<file path="src/rtl/bcd_pkg.sv">
// Shared types and helpers for the serial BCD add/subtract datapath.
package bcd_pkg;

    localparam int         BCD_DIGIT_W = 4;
    localparam logic [3:0] BCD_MAX     = 4'd9;

    typedef enum logic [1:0] {
        IDLE = 2'd0,
        RUN  = 2'd1,
        FIX  = 2'd2,
        DONE = 2'd3
    } state_e;

    function automatic logic [BCD_DIGIT_W-1:0] nines_comp(input logic [BCD_DIGIT_W-1:0] digit);
        return BCD_MAX - digit;
    endfunction

endpackage

</file>
<file path="src/rtl/bcd_serial_addsub_if.sv">
// Operand/result handshake bundle for bcd_serial_addsub.
interface bcd_serial_addsub_if #(
    parameter int DIGITS = 4
) ();
    localparam int DW = 4 * DIGITS;

    logic          in_valid;
    logic          in_ready;
    logic [DW-1:0] a;
    logic [DW-1:0] b;
    logic          m;
    logic          out_valid;
    logic          out_ready;
    logic [DW-1:0] result;
    logic          carry;
    logic          neg;
    logic          err;

    modport master (
        output in_valid, a, b, m, out_ready,
        input  in_ready, out_valid, result, carry, neg, err
    );

    modport slave (
        input  in_valid, a, b, m, out_ready,
        output in_ready, out_valid, result, carry, neg, err
    );
endinterface

</file>
<file path="src/rtl/bcd_digit_cell.sv">
// Single-digit BCD add/subtract cell: nines-complements b when m=1, then decimal-corrects.
module bcd_digit_cell
    import bcd_pkg::*;
(
    input  logic [BCD_DIGIT_W-1:0] a,
    input  logic [BCD_DIGIT_W-1:0] b,
    input  logic                   m,
    input  logic                   cin,
    output logic [BCD_DIGIT_W-1:0] s,
    output logic                   cout
);
    logic [BCD_DIGIT_W-1:0] b_eff;
    logic [BCD_DIGIT_W:0]   raw;

    // Binary digit sum followed by the +6 decimal adjust
    always_comb begin
        b_eff = m ? nines_comp(b) : b;
        raw   = {1'b0, a} + {1'b0, b_eff} + {4'd0, cin};
        if (raw > 5'd9) begin
            s    = raw[BCD_DIGIT_W-1:0] + 4'd6;
            cout = 1'b1;
        end else begin
            s    = raw[BCD_DIGIT_W-1:0];
            cout = 1'b0;
        end
    end
endmodule

</file>
<file path="src/rtl/bcd_serial_addsub.sv">
// Digit-serial BCD add/subtract engine, LSD first, one digit pair per clock.
// Define BCD_SIGN_MAG_EN to convert negative differences to sign-magnitude.
module bcd_serial_addsub
    import bcd_pkg::*;
#(
    parameter int DIGITS = 4
) (
    input  logic                clk,
    input  logic                rst_n,
    bcd_serial_addsub_if.slave  bus
);
    localparam int              DW   = BCD_DIGIT_W * DIGITS;
    localparam int              CW   = (DIGITS > 1) ? $clog2(DIGITS) : 1;
    localparam logic [CW-1:0]   LAST = CW'(DIGITS - 1);

    state_e        state_q, state_d;
    logic [CW-1:0] cnt_q, cnt_d;
    logic [DW-1:0] a_sh_q, a_sh_d, b_sh_q, b_sh_d, result_q, result_d;
    logic          m_q, m_d, cy_q, cy_d;
    logic          carry_q, carry_d, neg_q, neg_d, err_q, err_d;
    logic          in_ready_q, in_ready_d, out_valid_q, out_valid_d;

    logic [BCD_DIGIT_W-1:0] cell_a_s, cell_b_s, cell_s_s;
    logic                   cell_m_s, cell_cout_s;
    logic [DW+3:0]          res_cat_s;

    function automatic logic has_bad_nibble(input logic [DW-1:0] v);
        logic bad;
        bad = 1'b0;
        for (int i = 0; i < DIGITS; i++) begin
            bad = bad | (v[i*BCD_DIGIT_W +: BCD_DIGIT_W] > BCD_MAX);
        end
        return bad;
    endfunction

    bcd_digit_cell u_cell (
        .a    (cell_a_s),
        .b    (cell_b_s),
        .m    (cell_m_s),
        .cin  (cy_q),
        .s    (cell_s_s),
        .cout (cell_cout_s)
    );

    // FIX computes 0 - result through the same cell, walking the result register
    always_comb begin
        if (state_q == FIX) begin
            cell_a_s = 4'd0;
            cell_b_s = result_q[BCD_DIGIT_W-1:0];
            cell_m_s = 1'b1;
        end else begin
            cell_a_s = a_sh_q[BCD_DIGIT_W-1:0];
            cell_b_s = b_sh_q[BCD_DIGIT_W-1:0];
            cell_m_s = m_q;
        end
        res_cat_s = {cell_s_s, result_q};
    end

    // Next-state and next-output logic for the control FSM
    always_comb begin
        state_d     = state_q;
        cnt_d       = cnt_q;
        a_sh_d      = a_sh_q;
        b_sh_d      = b_sh_q;
        result_d    = result_q;
        m_d         = m_q;
        cy_d        = cy_q;
        carry_d     = carry_q;
        neg_d       = neg_q;
        err_d       = err_q;
        in_ready_d  = in_ready_q;
        out_valid_d = out_valid_q;
        case (state_q)
            IDLE: begin
                if (bus.in_valid && in_ready_q) begin
                    state_d    = RUN;
                    a_sh_d     = bus.a;
                    b_sh_d     = bus.b;
                    m_d        = bus.m;
                    cy_d       = bus.m;
                    cnt_d      = '0;
                    err_d      = has_bad_nibble(bus.a) | has_bad_nibble(bus.b);
                    carry_d    = 1'b0;
                    neg_d      = 1'b0;
                    in_ready_d = 1'b0;
                end else begin
                    in_ready_d = 1'b1;
                end
            end
            RUN: begin
                result_d = res_cat_s[DW+3:BCD_DIGIT_W];
                a_sh_d   = a_sh_q >> BCD_DIGIT_W;
                b_sh_d   = b_sh_q >> BCD_DIGIT_W;
                cy_d     = cell_cout_s;
                if (cnt_q == LAST) begin
                    cnt_d   = '0;
                    carry_d = cell_cout_s;
                    neg_d   = m_q & ~cell_cout_s;
`ifdef BCD_SIGN_MAG_EN
                    if (m_q && !cell_cout_s) begin
                        state_d = FIX;
                        cy_d    = 1'b1;
                    end else begin
                        state_d     = DONE;
                        out_valid_d = 1'b1;
                    end
`else
                    state_d     = DONE;
                    out_valid_d = 1'b1;
`endif
                end else begin
                    cnt_d = cnt_q + CW'(1'b1);
                end
            end
            FIX: begin
                result_d = res_cat_s[DW+3:BCD_DIGIT_W];
                cy_d     = cell_cout_s;
                if (cnt_q == LAST) begin
                    cnt_d       = '0;
                    state_d     = DONE;
                    out_valid_d = 1'b1;
                end else begin
                    cnt_d = cnt_q + CW'(1'b1);
                end
            end
            DONE: begin
                if (bus.out_ready) begin
                    state_d     = IDLE;
                    out_valid_d = 1'b0;
                    in_ready_d  = 1'b1;
                end else begin
                    out_valid_d = 1'b1;
                end
            end
            default: begin
                state_d = IDLE;
            end
        endcase
    end

    // State and datapath registers with synchronous active-low reset
    always_ff @(posedge clk) begin
        if (!rst_n) begin
            state_q     <= IDLE;
            cnt_q       <= '0;
            a_sh_q      <= '0;
            b_sh_q      <= '0;
            result_q    <= '0;
            m_q         <= 1'b0;
            cy_q        <= 1'b0;
            carry_q     <= 1'b0;
            neg_q       <= 1'b0;
            err_q       <= 1'b0;
            in_ready_q  <= 1'b1;
            out_valid_q <= 1'b0;
        end else begin
            state_q     <= state_d;
            cnt_q       <= cnt_d;
            a_sh_q      <= a_sh_d;
            b_sh_q      <= b_sh_d;
            result_q    <= result_d;
            m_q         <= m_d;
            cy_q        <= cy_d;
            carry_q     <= carry_d;
            neg_q       <= neg_d;
            err_q       <= err_d;
            in_ready_q  <= in_ready_d;
            out_valid_q <= out_valid_d;
        end
    end

    assign bus.in_ready  = in_ready_q;
    assign bus.out_valid = out_valid_q;
    assign bus.result    = result_q;
    assign bus.carry     = carry_q;
    assign bus.neg       = neg_q;
    assign bus.err       = err_q;
endmodule

</file>
<file path="src/flat_wrapper.sv">
// flat-port wrapper written by rule: the top's interface ports become plain ports
module bcd_serial_addsub_flat import bcd_pkg::*;
#(
    parameter int DIGITS = 4
)
  (clk, rst_n, bus_in_valid, bus_a, bus_b, bus_m, bus_out_ready, bus_in_ready, bus_out_valid, bus_result, bus_carry, bus_neg, bus_err);
  bcd_serial_addsub_if #(.DIGITS(DIGITS)) bus_i ();
  input  logic clk;
  input  logic rst_n;
  input wire logic [$bits(bus_i.in_valid)-1:0] bus_in_valid;
  input wire logic [$bits(bus_i.a)-1:0] bus_a;
  input wire logic [$bits(bus_i.b)-1:0] bus_b;
  input wire logic [$bits(bus_i.m)-1:0] bus_m;
  input wire logic [$bits(bus_i.out_ready)-1:0] bus_out_ready;
  output wire logic [$bits(bus_i.in_ready)-1:0] bus_in_ready;
  output wire logic [$bits(bus_i.out_valid)-1:0] bus_out_valid;
  output wire logic [$bits(bus_i.result)-1:0] bus_result;
  output wire logic [$bits(bus_i.carry)-1:0] bus_carry;
  output wire logic [$bits(bus_i.neg)-1:0] bus_neg;
  output wire logic [$bits(bus_i.err)-1:0] bus_err;
  assign bus_i.in_valid = bus_in_valid;
  assign bus_i.a = bus_a;
  assign bus_i.b = bus_b;
  assign bus_i.m = bus_m;
  assign bus_i.out_ready = bus_out_ready;
  assign bus_in_ready = bus_i.in_ready;
  assign bus_out_valid = bus_i.out_valid;
  assign bus_result = bus_i.result;
  assign bus_carry = bus_i.carry;
  assign bus_neg = bus_i.neg;
  assign bus_err = bus_i.err;
  bcd_serial_addsub #(.DIGITS(DIGITS)) u_core (.clk(clk), .rst_n(rst_n), .bus(bus_i));
endmodule
</file>
<file path="config.mk">
export PLATFORM = sky130hd
export DESIGN_NAME = bcd_serial_addsub_flat
export DESIGN_NICKNAME = d
export VERILOG_FILES = /design/src/rtl/bcd_pkg.sv /design/src/rtl/bcd_serial_addsub_if.sv /design/src/rtl/bcd_digit_cell.sv /design/src/rtl/bcd_serial_addsub.sv /design/src/flat_wrapper.sv
export SDC_FILE = /design/constraint.sdc
export NUM_CORES = 1
export LEC_CHECK = 0
export CAP_MARGIN = 10
export CORE_MARGIN = 3
export CORE_UTILIZATION = 47
export DETAILED_ROUTE_END_ITERATION = 8
export PLACE_DENSITY = 0.74
export SYNTH_ARGS = -nofsm -noshare
export SYNTH_HDL_FRONTEND = slang
export SYNTH_SLANG_ARGS = --single-unit
</file>
<file path="constraint.sdc">
create_clock -name clk -period 6.1 [get_ports clk]
set_input_delay 0.61 -clock clk [delete_from_list [all_inputs] [get_ports clk]]
set_output_delay 0.61 -clock clk [all_outputs]
set_load 0.1 [all_outputs]
</file>
==> impl_metrics.ini <==
[grt]
grt_overflow = 0
grt_max_degree = 61
antenna_found_initial = 0
grtUsageTotal_pct = 17.9
grt_pass1_vias = 2223
grt_pass1_wl_um = 10400

[routing]
wl_per_cell_um = 14.2
drt_pass1_iterations = 5
drcViolationCount = 0
route.vias.total = 2398
drt_first_iter_violations = 133
ant_nets = 0
drt_wl_total_um = 6220
viasPerCell = 5.46

[power_and_ir_drop]
p_seq_share_pct = 36.2
pwr_density_cell_mw_per_mm2 = 329
clock_power_share_pct = 34.4
switchingPower_w = 0.000393
ir_drop_mv = 0.183
combPwrFrac_pct = 29.4
sw_frac_of_total_pct = 31.5
internal_power_w = 0.000857
power.total_w = 0.00125
total_leakage_power_nw = 1.71

[floorplanning]
die-width_um = 85.2
num_rows = 28
core_area_mm2 = 0.00599
initial_utilization_pct = 49.3
die_h_um = 85.2
dieArea_mm2 = 0.00727
pin_count = 58

[clock_network]
clkTransAtPathRegs_ns = 0.06
post_cts_buffers = 0
clock_latency_ns = 0.34
cts_buffer_depth = 2
cts_resized = 0
cts_made_buffers = 9
clock-sinks = 59
htree_levels = 3
tritoncts = done
holdBufCountCts = 0
clockRootBuffer = clkbuf_8

[critical_path]
worstReg2RegEnd = u_core.bus.result[14]
startpoint_type = register
worst-path-stages = 11
criticalPathCategory = register to register
slowest_stage = o41ai_4
rr_startpoint = u_core.state_q[0]
cp-startpoint = u_core.state_q[0]
crit_top_cell = ha_1
critPathArrivalTime_ns = 3.73
crit_required_ns = 6.33
cp_top_family = adder cells
regToRegSetupSlack_ns = 2.60
worst_r2r_path_depth = 11
critPathCapture = u_core.bus.result[14]
cp_max_fo = 11
max_stage_delay_ns = 0.52
worst-path-buf-inv = 1
cp-end-kind = register
crit_chain = inv_1, ha_1, mux2i_1, ha_1, mux2_2, ha_1, xnor2_1, ha_1, o41ai_4, nor3_1, a221o_1

[yosys]
yosys_warnings = 0
synth_cell_types = 40
synth-edff-count = 0
avgSynthCellArea_um2 = 9.65
yosys_most_used_dff = dfxtp_1
netlist_instances = 306
netlist_area_mm2 = 0.00295
ys_ff_latch = 59
yosys.area.top_type_share_pct = 40.0
netlist_top_cells_area = dfxtp_1, mux2i_1, o211a_1
seq_area_frac_synth_pct = 40.0
synth_top_area_cell = dfxtp_1
synth_nets = 356
async_reset_ff_share_pct = 0

[final_layout]
final_net_count = 409
drive_gt1_share_pct = 7.42
fill_cells = 513
area_delta_synth_final_pct = 28.9
multi_input_area_mm2 = 0.00166
mostFrequentLayoutCell = dfxtp_1
antenna_cells = 0
final_cell_mix = dfxtp_1, clkdlybuf4s50_1, mux2i_1
seq_area_mm2 = 0.00118

[timing]
fin_crit_sh_pct = 57.4
max_freq_mhz = 286
final_hold_viol_count = 0
rsz0062_at_grt = false
finalSetupViolCount = 0
report.final.slew_viol_count = 0
clock_skew_ns = 0.00584
worst_pin_slew_ns = 0.980
setup-tns-final_ns = 0
relSlewSlack_pct = 34.5
holdWs_ns = 0.471
min_period_ns = 3.50

[hold_path]
hp-class = register to register

[placement]
routabilityCongestion = 0.808
hpwl_um = 4420
port_buffers = 57

[status]
status = completed

[run]
maxCapViolCount = 0
[state kept, by name, summed over array words and instances, names as in the netlist]
signal and cells:
u_core.a_sh_q 16, u_core.b_sh_q 16, u_core.bus.carry 1, u_core.bus.err 1
u_core.bus.in_ready 1, u_core.bus.neg 1, u_core.bus.out_valid 1, u_core.bus.result 16
u_core.cnt_q 2, u_core.cy_q 1, u_core.m_q 1, u_core.state_q 2
[layout make-up]
type,count,area share (%)
clock buffer,11,3.72
clock inverter,5,2.63
inverter,9,0.888
multi-input combinational,220,43.7
sequential,59,31.1
tap,75,2.47
timing repair buffer,60,15.6
[kinds of logic (layout without fill, tap and decap cells)]
group                      Yosys count  in the layout  synth area share (%)
AOI/OAI and AO/OA                   73             73                  19.8
adders and majority gates           13             13                  6.02
and+or+nand+nor                     87             87                  14.6
DFF                                 59             59                  40.0
xor gates and xnor gates             5              5                  1.48
buffers and inverters               27             85                  3.73
muxes                               42             42                  14.3
[worst min-delay path by stage]
stage / startpoint / to / slack (ns) / cells after the start
floorplan: u_core.cy_q / u_core.cy_q / 0.44 / 2
detailed placement: u_core.bus.carry / u_core.bus.carry / 0.47 / 2
CTS: u_core.bus.carry / u_core.bus.carry / 0.48 / 2
finish: u_core.cy_q / u_core.cy_q / 0.47 / 2
global placement: u_core.bus.carry / u_core.bus.carry / 0.46 / 2
global route: u_core.cy_q / u_core.cy_q / 0.51 / 2
[cells in the mapped netlist (2+ instances only)]
library cell	number
nor2_1	7
nor3_1	2
nor2b_1	28
a22oi_1	9
and2_1	2
dfxtp_1	59
xor2_1	3
mux2_2	2
ha_1	11
fa_1	2
xnor2_1	2
nand3_1	3
o22ai_1	2
clkbuf_1	10
mux2i_1	40
a21o_2	2
inv_1	9
nand4_1	4
nand2_1	38
o21ai_0	13
a21oi_1	9
a21boi_0	2
buf_2	7
o211a_1	24
[power groups by stage]
stage          registers, W  logic (W)  clock network, W
3_3_place_gp       0.000460   0.000361                 0
4_1_cts            0.000453   0.000370          0.000439
6_report           0.000453   0.000368          0.000430
2_1_floorplan      0.000528   0.000212                 0
3_5_place_dp       0.000461   0.000368                 0
5_1_grt            0.000458   0.000403          0.000459
[worst reg2reg max path, delay by kind of cell (launching register included)]
family	cells	cell delay, ns
compound gates	2	0.79
xor+xnor	1	0.20
fa+ha+maj	4	1.29
buf+inv	1	0.11
flops	1	0.35
mux	2	0.56
simple gates	1	0.10
[routing by layer]
metal / GRT usage [%] / vias to the layer above / routed length (µm)
met2: 28.8 / 67 / 2910
met1: 22.4 / 1121 / 2850
met3: 6.80 / 10 / 383
met5: 0 / - / 0
li1: - / 1200 / -
met4: 5.18 / 0 / 79
[per-stage QoR]
stage	cell area [µm²]	utilization (%)	setup slack [ns]	instances
after global routing	3800	63.5	2.34	439
final	3800	63.5	2.60	439
after global placement	3560	59.5	2.74	423
after CTS	3800	63.5	2.58	439
after floorplan	2950	-	2.69	306
after detailed placement	3560	59.5	2.61	423
(Power assumes the default switching activity.)
